===== config.mk =====
export PLATFORM = sky130hd
export DESIGN_NAME = css_mcu0_el2_dec_dbg_cmd_seq_flat
export DESIGN_NICKNAME = d
export VERILOG_FILES = /design/src/rtl/css_mcu0_el2_dec_dbg_cmd_seq_if.sv /design/src/rtl/css_mcu0_el2_dec_dbg_cmd_seq.sv /design/src/flat_wrapper.sv
export SDC_FILE = /design/constraint.sdc
export NUM_CORES = 1
export LEC_CHECK = 0
export CAP_MARGIN = 20
export CORE_MARGIN = 2
export CORE_UTILIZATION = 46
export DETAILED_ROUTE_END_ITERATION = 6
export PLACE_DENSITY = 0.86
export REMOVE_ABC_BUFFERS = 1
export SYNTH_ARGS = -nofsm -noshare
export SYNTH_HDL_FRONTEND = slang
export SYNTH_SLANG_ARGS = --single-unit

===== constraint.sdc =====
create_clock -name clk -period 3.55 [get_ports clk]
set_input_delay 0.71 -clock clk [delete_from_list [all_inputs] [get_ports clk]]
set_output_delay 0.71 -clock clk [all_outputs]
set_load 0.02 [all_outputs]

===== src/rtl/css_mcu0_el2_dec_dbg_cmd_seq_if.sv =====
// ---------------------------------------------------------------------------
// css_mcu0_el2_dec_dbg_cmd_seq_if
//
// Purpose: command/response channel between the debug module and the debug
// abstract-command sequencer. The debug module side uses the master modport
// and the sequencer uses the slave modport.
//
// Signals:
//   dm_cmd_valid  master->slave  command present
//   dm_cmd_ready  slave->master  sequencer can accept a command
//   dm_cmd_write  master->slave  1 = write, 0 = read
//   dm_cmd_type   master->slave  0 = GPR, 1 = CSR, 2/3 = unsupported
//   dm_cmd_addr   master->slave  register/CSR address
//   dm_cmd_wdata  master->slave  write data
//   dm_rsp_valid  slave->master  response available
//   dm_rsp_ready  master->slave  response accepted
//   dm_rsp_fail   slave->master  command failed
//   dm_rsp_rdata  slave->master  read data (0 for writes and failures)
// ---------------------------------------------------------------------------
interface css_mcu0_el2_dec_dbg_cmd_seq_if;
  logic        dm_cmd_valid;
  logic        dm_cmd_ready;
  logic        dm_cmd_write;
  logic [1:0]  dm_cmd_type;
  logic [31:0] dm_cmd_addr;
  logic [31:0] dm_cmd_wdata;
  logic        dm_rsp_valid;
  logic        dm_rsp_ready;
  logic        dm_rsp_fail;
  logic [31:0] dm_rsp_rdata;

  modport master (
    output dm_cmd_valid, dm_cmd_write, dm_cmd_type, dm_cmd_addr, dm_cmd_wdata,
    output dm_rsp_ready,
    input  dm_cmd_ready, dm_rsp_valid, dm_rsp_fail, dm_rsp_rdata
  );

  modport slave (
    input  dm_cmd_valid, dm_cmd_write, dm_cmd_type, dm_cmd_addr, dm_cmd_wdata,
    input  dm_rsp_ready,
    output dm_cmd_ready, dm_rsp_valid, dm_rsp_fail, dm_rsp_rdata
  );
endinterface


===== src/rtl/css_mcu0_el2_dec_dbg_cmd_seq.sv =====
// ---------------------------------------------------------------------------
// css_mcu0_el2_dec_dbg_cmd_seq
//
// Purpose: debug abstract-command sequencer in front of the decode
// instruction-buffer control. Accepts one GPR/CSR command at a time from the
// debug module, waits for a halted core with an idle pipe, injects the
// command into decode with a one-cycle strobe, waits for completion and
// returns status/read data. Both wait states are guarded by a timeout.
//
// Parameters:
//   TIMEOUT_CYCLES  cycles allowed in a wait state before a fail response
//                   (0 = wait forever)
//
// Ports:
//   clk, rst_l      clock, asynchronous active-low reset
//   dm              debug module command/response channel (slave side)
//   dbg_halted      core is in debug halt
//   dbg_pipe_idle   pipeline empty, no pending writeback
//   dbg_cmd_valid   one-cycle injection strobe to decode
//   dbg_cmd_write   latched write flag
//   dbg_cmd_type    latched command type
//   dbg_cmd_addr    latched register/CSR address
//   dbg_cmd_wdata   latched write data (rs1 path)
//   dbg_cmd_done    injected command finished
//   dbg_cmd_fail    qualifies dbg_cmd_done: the command faulted
//   dbg_cmd_rdata   read result, valid with dbg_cmd_done
//   dbg_seq_busy    sequencer not idle
// ---------------------------------------------------------------------------
module css_mcu0_el2_dec_dbg_cmd_seq #(
  parameter int unsigned TIMEOUT_CYCLES = 256
) (
  input  logic                           clk,
  input  logic                           rst_l,
  css_mcu0_el2_dec_dbg_cmd_seq_if.slave  dm,
  input  logic                           dbg_halted,
  input  logic                           dbg_pipe_idle,
  output logic                           dbg_cmd_valid,
  output logic                           dbg_cmd_write,
  output logic [1:0]                     dbg_cmd_type,
  output logic [31:0]                    dbg_cmd_addr,
  output logic [31:0]                    dbg_cmd_wdata,
  input  logic                           dbg_cmd_done,
  input  logic                           dbg_cmd_fail,
  input  logic [31:0]                    dbg_cmd_rdata,
  output logic                           dbg_seq_busy
);

  // A zero timeout still needs a legal one-bit counter; it simply never
  // compares as expired.
  localparam int unsigned CNT_W = (TIMEOUT_CYCLES == 0) ? 1 : $clog2(TIMEOUT_CYCLES + 1);
  localparam logic [CNT_W-1:0] CNT_LIMIT  = CNT_W'(TIMEOUT_CYCLES);
  localparam logic [CNT_W-1:0] CNT_MAX    = {CNT_W{1'b1}};
  localparam logic             TIMEOUT_EN = (TIMEOUT_CYCLES != 0);

  typedef enum logic [2:0] {
    S_IDLE,
    S_WAIT_IDLE,
    S_ISSUE,
    S_WAIT_DONE,
    S_RESP
  } state_t;

  state_t      state;
  state_t      state_nxt;
  logic [CNT_W-1:0] cnt;
  logic [CNT_W-1:0] cnt_nxt;
  logic [CNT_W-1:0] cnt_inc;

  logic        cmd_write_q;
  logic [1:0]  cmd_type_q;
  logic [31:0] cmd_addr_q;
  logic [31:0] cmd_wdata_q;

  logic        rsp_fail_q;
  logic        rsp_fail_nxt;
  logic [31:0] rsp_rdata_q;
  logic [31:0] rsp_rdata_nxt;

  logic        cmd_accept;
  logic        core_ready;
  logic        timed_out;

  // Handshake and condition decode. The counter saturates so a disabled
  // timeout can never wrap back into a false expiry.
  always_comb begin
    cmd_accept = (state == S_IDLE) && dm.dm_cmd_valid;
    core_ready = dbg_halted && dbg_pipe_idle;
    timed_out  = TIMEOUT_EN && (cnt == CNT_LIMIT);
    cnt_inc    = (cnt == CNT_MAX) ? cnt : cnt + CNT_W'(1);
  end

  // Next-state and response-field logic. Success is always tested before the
  // timeout so a coincident completion is never reported as a failure. The
  // counter is held at zero outside the wait states, which clears it on entry.
  always_comb begin
    state_nxt     = state;
    cnt_nxt       = '0;
    rsp_fail_nxt  = rsp_fail_q;
    rsp_rdata_nxt = rsp_rdata_q;

    case (state)
      S_IDLE: begin
        if (cmd_accept) begin
          if (dm.dm_cmd_type[1]) begin
            state_nxt     = S_RESP;
            rsp_fail_nxt  = 1'b1;
            rsp_rdata_nxt = '0;
          end else begin
            state_nxt = S_WAIT_IDLE;
          end
        end
      end

      S_WAIT_IDLE: begin
        cnt_nxt = cnt_inc;
        if (core_ready) begin
          state_nxt = S_ISSUE;
        end else if (timed_out) begin
          state_nxt     = S_RESP;
          rsp_fail_nxt  = 1'b1;
          rsp_rdata_nxt = '0;
        end
      end

      S_ISSUE: begin
        state_nxt = S_WAIT_DONE;
      end

      S_WAIT_DONE: begin
        cnt_nxt = cnt_inc;
        if (dbg_cmd_done) begin
          state_nxt     = S_RESP;
          rsp_fail_nxt  = dbg_cmd_fail;
          rsp_rdata_nxt = (!cmd_write_q && !dbg_cmd_fail) ? dbg_cmd_rdata : '0;
        end else if (timed_out) begin
          state_nxt     = S_RESP;
          rsp_fail_nxt  = 1'b1;
          rsp_rdata_nxt = '0;
        end
      end

      S_RESP: begin
        if (dm.dm_rsp_ready) begin
          state_nxt     = S_IDLE;
          rsp_fail_nxt  = 1'b0;
          rsp_rdata_nxt = '0;
        end
      end

      default: begin
        state_nxt = S_IDLE;
      end
    endcase
  end

  // State, counter and response registers.
  always_ff @(posedge clk or negedge rst_l) begin
    if (!rst_l) begin
      state       <= S_IDLE;
      cnt         <= '0;
      rsp_fail_q  <= 1'b0;
      rsp_rdata_q <= '0;
    end else begin
      state       <= state_nxt;
      cnt         <= cnt_nxt;
      rsp_fail_q  <= rsp_fail_nxt;
      rsp_rdata_q <= rsp_rdata_nxt;
    end
  end

  // Command payload is captured only on acceptance, so it stays stable for
  // decode from ISSUE through WAIT_DONE.
  always_ff @(posedge clk or negedge rst_l) begin
    if (!rst_l) begin
      cmd_write_q <= 1'b0;
      cmd_type_q  <= '0;
      cmd_addr_q  <= '0;
      cmd_wdata_q <= '0;
    end else if (cmd_accept) begin
      cmd_write_q <= dm.dm_cmd_write;
      cmd_type_q  <= dm.dm_cmd_type;
      cmd_addr_q  <= dm.dm_cmd_addr;
      cmd_wdata_q <= dm.dm_cmd_wdata;
    end
  end

  // Every output is a flop or a pure state decode; nothing from the dm
  // inputs reaches the dm outputs combinationally.
  always_comb begin
    dm.dm_cmd_ready = (state == S_IDLE);
    dm.dm_rsp_valid = (state == S_RESP);
    dm.dm_rsp_fail  = rsp_fail_q;
    dm.dm_rsp_rdata = rsp_rdata_q;
    dbg_cmd_valid   = (state == S_ISSUE);
    dbg_cmd_write   = cmd_write_q;
    dbg_cmd_type    = cmd_type_q;
    dbg_cmd_addr    = cmd_addr_q;
    dbg_cmd_wdata   = cmd_wdata_q;
    dbg_seq_busy    = (state != S_IDLE);
  end

endmodule


===== src/flat_wrapper.sv =====
// flat-port wrapper written by rule: the top's interface ports become plain ports
module css_mcu0_el2_dec_dbg_cmd_seq_flat 
#(
  parameter int unsigned TIMEOUT_CYCLES = 256
)
  (clk, rst_l, dbg_halted, dbg_pipe_idle, dbg_cmd_valid, dbg_cmd_write, dbg_cmd_type, dbg_cmd_addr, dbg_cmd_wdata, dbg_cmd_done, dbg_cmd_fail, dbg_cmd_rdata, dbg_seq_busy, dm_dm_cmd_valid, dm_dm_cmd_write, dm_dm_cmd_type, dm_dm_cmd_addr, dm_dm_cmd_wdata, dm_dm_rsp_ready, dm_dm_cmd_ready, dm_dm_rsp_valid, dm_dm_rsp_fail, dm_dm_rsp_rdata);
  css_mcu0_el2_dec_dbg_cmd_seq_if dm_i ();
  input  logic clk;
  input  logic rst_l;
  input  logic dbg_halted;
  input  logic dbg_pipe_idle;
  output logic dbg_cmd_valid;
  output logic dbg_cmd_write;
  output logic [1:0] dbg_cmd_type;
  output logic [31:0] dbg_cmd_addr;
  output logic [31:0] dbg_cmd_wdata;
  input  logic dbg_cmd_done;
  input  logic dbg_cmd_fail;
  input  logic [31:0] dbg_cmd_rdata;
  output logic dbg_seq_busy;
  input wire logic [$bits(dm_i.dm_cmd_valid)-1:0] dm_dm_cmd_valid;
  input wire logic [$bits(dm_i.dm_cmd_write)-1:0] dm_dm_cmd_write;
  input wire logic [$bits(dm_i.dm_cmd_type)-1:0] dm_dm_cmd_type;
  input wire logic [$bits(dm_i.dm_cmd_addr)-1:0] dm_dm_cmd_addr;
  input wire logic [$bits(dm_i.dm_cmd_wdata)-1:0] dm_dm_cmd_wdata;
  input wire logic [$bits(dm_i.dm_rsp_ready)-1:0] dm_dm_rsp_ready;
  output wire logic [$bits(dm_i.dm_cmd_ready)-1:0] dm_dm_cmd_ready;
  output wire logic [$bits(dm_i.dm_rsp_valid)-1:0] dm_dm_rsp_valid;
  output wire logic [$bits(dm_i.dm_rsp_fail)-1:0] dm_dm_rsp_fail;
  output wire logic [$bits(dm_i.dm_rsp_rdata)-1:0] dm_dm_rsp_rdata;
  assign dm_i.dm_cmd_valid = dm_dm_cmd_valid;
  assign dm_i.dm_cmd_write = dm_dm_cmd_write;
  assign dm_i.dm_cmd_type = dm_dm_cmd_type;
  assign dm_i.dm_cmd_addr = dm_dm_cmd_addr;
  assign dm_i.dm_cmd_wdata = dm_dm_cmd_wdata;
  assign dm_i.dm_rsp_ready = dm_dm_rsp_ready;
  assign dm_dm_cmd_ready = dm_i.dm_cmd_ready;
  assign dm_dm_rsp_valid = dm_i.dm_rsp_valid;
  assign dm_dm_rsp_fail = dm_i.dm_rsp_fail;
  assign dm_dm_rsp_rdata = dm_i.dm_rsp_rdata;
  css_mcu0_el2_dec_dbg_cmd_seq #(.TIMEOUT_CYCLES(TIMEOUT_CYCLES)) u_core (.clk(clk), .rst_l(rst_l), .dm(dm_i), .dbg_halted(dbg_halted), .dbg_pipe_idle(dbg_pipe_idle), .dbg_cmd_valid(dbg_cmd_valid), .dbg_cmd_write(dbg_cmd_write), .dbg_cmd_type(dbg_cmd_type), .dbg_cmd_addr(dbg_cmd_addr), .dbg_cmd_wdata(dbg_cmd_wdata), .dbg_cmd_done(dbg_cmd_done), .dbg_cmd_fail(dbg_cmd_fail), .dbg_cmd_rdata(dbg_cmd_rdata), .dbg_seq_busy(dbg_seq_busy));
endmodule

### Word level (Yosys, flattened, before mapping)

Index checks and enable logic that the tools add are counted.

| word-level totals | value |
|---|---|
| flip-flop bits (word level) | 112 |

| operators by class | value |
|---|---|
| $add $sub $neg | 1 |
| reduce and logical (&&, ||, !) cells | 11 |
| mux-type cells | 24 |
| eq/ne operators | 11 |

Operators with widths:

| cell | count |
|---|---|
| 32-bit two-way mux | 7 |
| 32-bit one-hot mux with 4 select lines | 1 |
| 9-bit equality test (second input constant) | 2 |
| 3-bit two-way mux | 6 |
| 9-bit two-way mux | 2 |
| 3-bit one-hot mux with 5 select lines | 1 |
| 9-bit by 1-bit adder with 9-bit output (second input constant) | 1 |
| 2-bit != test (second input constant) | 4 |
| 3-bit by 2-bit equality test with 1-bit output (second input constant) | 2 |
| 1-bit two-way mux | 6 |
| 5-bit AND reduction | 1 |
| 1-bit one-hot mux with 4 select lines | 1 |
| 4-bit nonzero test | 1 |
| 3-bit by 1-bit equality test with 1-bit output (second input constant) | 1 |
| 3-bit equality test (second input constant) | 1 |
| 1-bit logical AND | 3 |
| 3-bit logical NOT | 1 |
| 3-bit nonzero test | 1 |
| 1-bit logical NOT | 2 |
| 2-bit by 1-bit != test with 1-bit output (second input constant) | 1 |
| 2-bit AND reduction | 1 |
| 2-bit OR reduction | 1 |

### Longest topological paths before layout

| depth | value |
|---|---|
| depth after elaboration | 5 |
| depth in mapped cells | 7 |
| depth with buffers taken out | 7 |

### Worst setup path after synthesis

OpenSTA, ideal clock, no wires.

| timing | value |
|---|---|
| path kind | register to register |
| start | reg u_core.state[0] |
| end | reg u_core.cmd_wdata_q[13], in the netlist u_core.dbg_cmd_wdata[13] |
| path buffers | 4 |
| required time | 3.425 ns |
| path slack | 1.640 ns |
| stages on the path, launching flop included | 8 |
| data arrival time | 1.785 ns |
| cell sequence | dfrtp_1 > buf_2 > nor3_2 > and2_1 > buf_2 > buf_6 > buf_6 > mux2_2 |

| on the way | value |
|---|---|
| word-level cells in the longest chain between the ends | 2 |

Ends and longest elaborated chain:

| element | line | RTL |
|---|---|---|
| start: declaration | css_mcu0_el2_dec_dbg_cmd_seq.sv:63 | `state_t state;` |
| start signal: assignment | css_mcu0_el2_dec_dbg_cmd_seq.sv:164 | `state <= state_nxt;` |
| 3-bit logical NOT | n/a |  |
| named net dm_dm_cmd_ready | flat_wrapper.sv:27 | `output wire logic [$bits(dm_i.dm_cmd_ready)-1:0] dm_dm_cmd_ready;` |
| 1-bit logical AND | css_mcu0_el2_dec_dbg_cmd_seq.sv:86 | `cmd_accept = (state == S_IDLE) && dm.dm_cmd_valid;` |
| end signal: assignment | css_mcu0_el2_dec_dbg_cmd_seq.sv:183 | `cmd_wdata_q <= dm.dm_cmd_wdata;` |
| end: declaration | css_mcu0_el2_dec_dbg_cmd_seq.sv:72 | `logic [31:0] cmd_wdata_q;` |

The timed path passes the listed nets, and every way through them passes these cells.
A chain may end at the register's enable or synchronous reset.

### Worst setup path after layout

| timing | value |
|---|---|
| start | reg u_core.state[0] |
| end | out dm_dm_rsp_valid |

| on the way | value |
|---|---|
| word-level cells in the longest chain between the ends | 1 |

Ends and longest elaborated chain:

| element | line | RTL |
|---|---|---|
| 3-bit equality test | css_mcu0_el2_dec_dbg_cmd_seq.sv:191 | `dm.dm_rsp_valid = (state == S_RESP);` |
| end: declaration | flat_wrapper.sv:28 | `output wire logic [$bits(dm_i.dm_rsp_valid)-1:0] dm_dm_rsp_valid;` |

Every way passes these cells.

==> results.ini <==
[run_status]
status = completed

[worst_setup_path]
cp_data_required_time_ps = 2840
critPathMaxFanout = 10
crit_path_start_kind = flip-flop
crit_type = reg2out
cp-end-kind = output pin
cp.arrival_ps = 2070

[logic_synthesis]
synth_cells = 435
postSynthAreaPerCell_um2 = 11.5
synthTopCellsByArea = dfrtp_1, mux2_2, nand3_1, a21o_1, nand2_1
synth_ff_type = dfrtp_1
synth_edf_count = 0
synth-async-reset-ratio_pct = 100
synth_top_area_cell = dfrtp_1
ys_seq_area_share_pct = 56.1
yosysWarnings = 0
yosysUniqueCellTypes = 39
synth_top_area_share_pct = 56.1
syn_area_um2 = 5000
synth_commonest_cells = dfrtp_1, nand3_1, mux2_2
synth-seq-cells = 112
yosysMostFrequentCell = dfrtp_1

[grt]
antenna_found_initial = 0
grtUsageTotal_pct = 23.6
gr-total-overflow = 0
grt_pass1_wl_um = 21400
grt_max_degree = 68
first_global_vias = 4133

[drt]
wl_um = 13900
viasPerCell = 5.35
antenna_left = 0
firstDrtPassIters = 5
wl_per_cell_um = 17.7
drt_iter0_drc = 258
drcViolationCount = 0
vias = 4179

[sta]
finalClockSkew_ps = 11.0
finalHoldViolations = 0
setup_viol = 0
fin_hold_ws_ps = 364
max_slew_margin_pct = 52.4
fin_ws_ps = 772
report.final.slew_viol_count = 0
fin_setup_tns_ps = 0
fmax_mhz = 360
rsz0062_at_grt = no
fin_crit_sh_pct = 78.2
min_period_ps = 2780
tightest_slew_ps = 714

[placement]
dp_hpwl_um = 10100
pre_cts_slack_ps = 933
io_buffers = 210
dpl-instance-area_um2 = 7210
gp_congestion = 0.795

[clock_tree]
cts_buffers = 9
tritoncts = yes
clock_path_buffers = 2
cts_root_buf = clkbuf_8
cts_resized = 0
cts.sinks = 112
cts_hold_buf = 0
post_cts_buffers = 0
cts.reportedPaths.clkPinSlew_ps = 110
h-tree-depth = 3
clock_latency_ps = 370

[final_layout]
fin_area_um2 = 7410
area_delta_synth_final_pct = 48.3
drive_above_1_share_pct = 14.4
final_nets = 746
diodes = 0
post-route-util_pct = 69.3

[pwr]
ir_drop_mv = 0.426
power_density_nw_per_um2 = 816
p_leak_nw = 3.15

[floorplanning]
io_pins = 211
chipWidth_um = 108
fp-row-count = 38
start_util_pct = 46.7
die_area_um2 = 11700
dieHeight_um = 108
core_um2 = 10700

[hold_path]
hold_path_class = in2async

[flow_run]
max-cap-violations = 0

-- registers in the layout, indices dropped and copies added, names as in the netlist --
name / count
u_core.dbg_cmd_write: 1
u_core.dm.dm_rsp_fail: 1
u_core.dbg_cmd_wdata: 32
u_core.dm.dm_rsp_rdata: 32
u_core.state: 3
u_core.dbg_cmd_addr: 32
u_core.cnt: 9
u_core.dbg_cmd_type: 2
-- metrics by stage --
step	total power, mW	instances
2_1_floorplan	3.77	406
3_3_place_gp	5.22	764
3_5_place_dp	5.35	764
4_1_cts	6.07	780
5_1_grt	6.39	781
6_report	6.05	781
-- worst paths after layout --
kind	from	endpoint	slack [ps]	cells after the start
worst max-delay path	u_core.state[0]$_DFFE_PN0P_	dm_dm_rsp_valid	770	2
worst min-delay path	rst_l	u_core.dm.dm_rsp_rdata[10]$_DFFE_PN0P_	360	1
worst max register to register	u_core.cnt[4]$_DFFE_PN0P_	u_core.dm.dm_rsp_rdata[25]$_DFFE_PN0P_	1540	5
worst min register to register	u_core.dbg_cmd_wdata[9]$_DFFE_PN0P_	u_core.dbg_cmd_wdata[9]$_DFFE_PN0P_	500	1
max in group asynchronous	rst_l	u_core.dm.dm_rsp_rdata[26]$_DFFE_PN0P_	2240	2
min in group clk	u_core.dbg_cmd_wdata[9]$_DFFE_PN0P_	u_core.dbg_cmd_wdata[9]$_DFFE_PN0P_	500	1
-- report_power, final --
group	internal (mW)	switching, mW
clock	0.265	0.451
combinational	1.62	1.58
sequential	1.79	0.348
total	3.67	2.38
-- critical path, cell delays in order (launching register included) --
cell and delay, ps:
dfrtp_1 500, nor3b_1 470, clkdlybuf4s50_1 730
-- per-layer routing --
metal	wire, µm	part of all wire, %	track usage (%)	vias to the layer above
met1	5670	41	30.4	2015
met5	0	0	0	-
met4	205	1.5	7.88	0
li1	-	-	-	1941
met2	6590	48	38.2	205
met3	1390	10	7.17	18
-- layout by cell type (no fill, tap or decap), types with 6 or more instances in the layout --
cell type        count
xor2_1               6
a21o_1              30
nand2_1             36
buf_4                8
nand3_1             93
clkbuf_8             9
dfrtp_1            112
inv_1                6
clkdlybuf4s50_1    209
mux2_2              62
nor2_1              12
-- cell type report --
class	instances	area [µm²]
Multi-Input combinational cell	288	2040
Clock buffer	9	124
Inverter	6	22.5
Sequential cell	112	2800
Tap cell	140	175
Timing Repair Buffer	219	2200
Clock inverter	7	53.8
Fill cell	785	3280
-- cells by family (layout without fill, tap and decap cells) --
kind of cell    count (synthesis)  count (layout)  share of synthesized area [%]
buf+inv                        35             241                           3.45
compound gates                 44              44                           6.56
mux                            69              69                           15.5
flops                         112             112                           56.1
xor+xnor                        7               7                           1.23
simple gates                  165             165                           16.4
fa+ha+maj                       3               3                          0.751
Power figures use the tool's default switching activity.
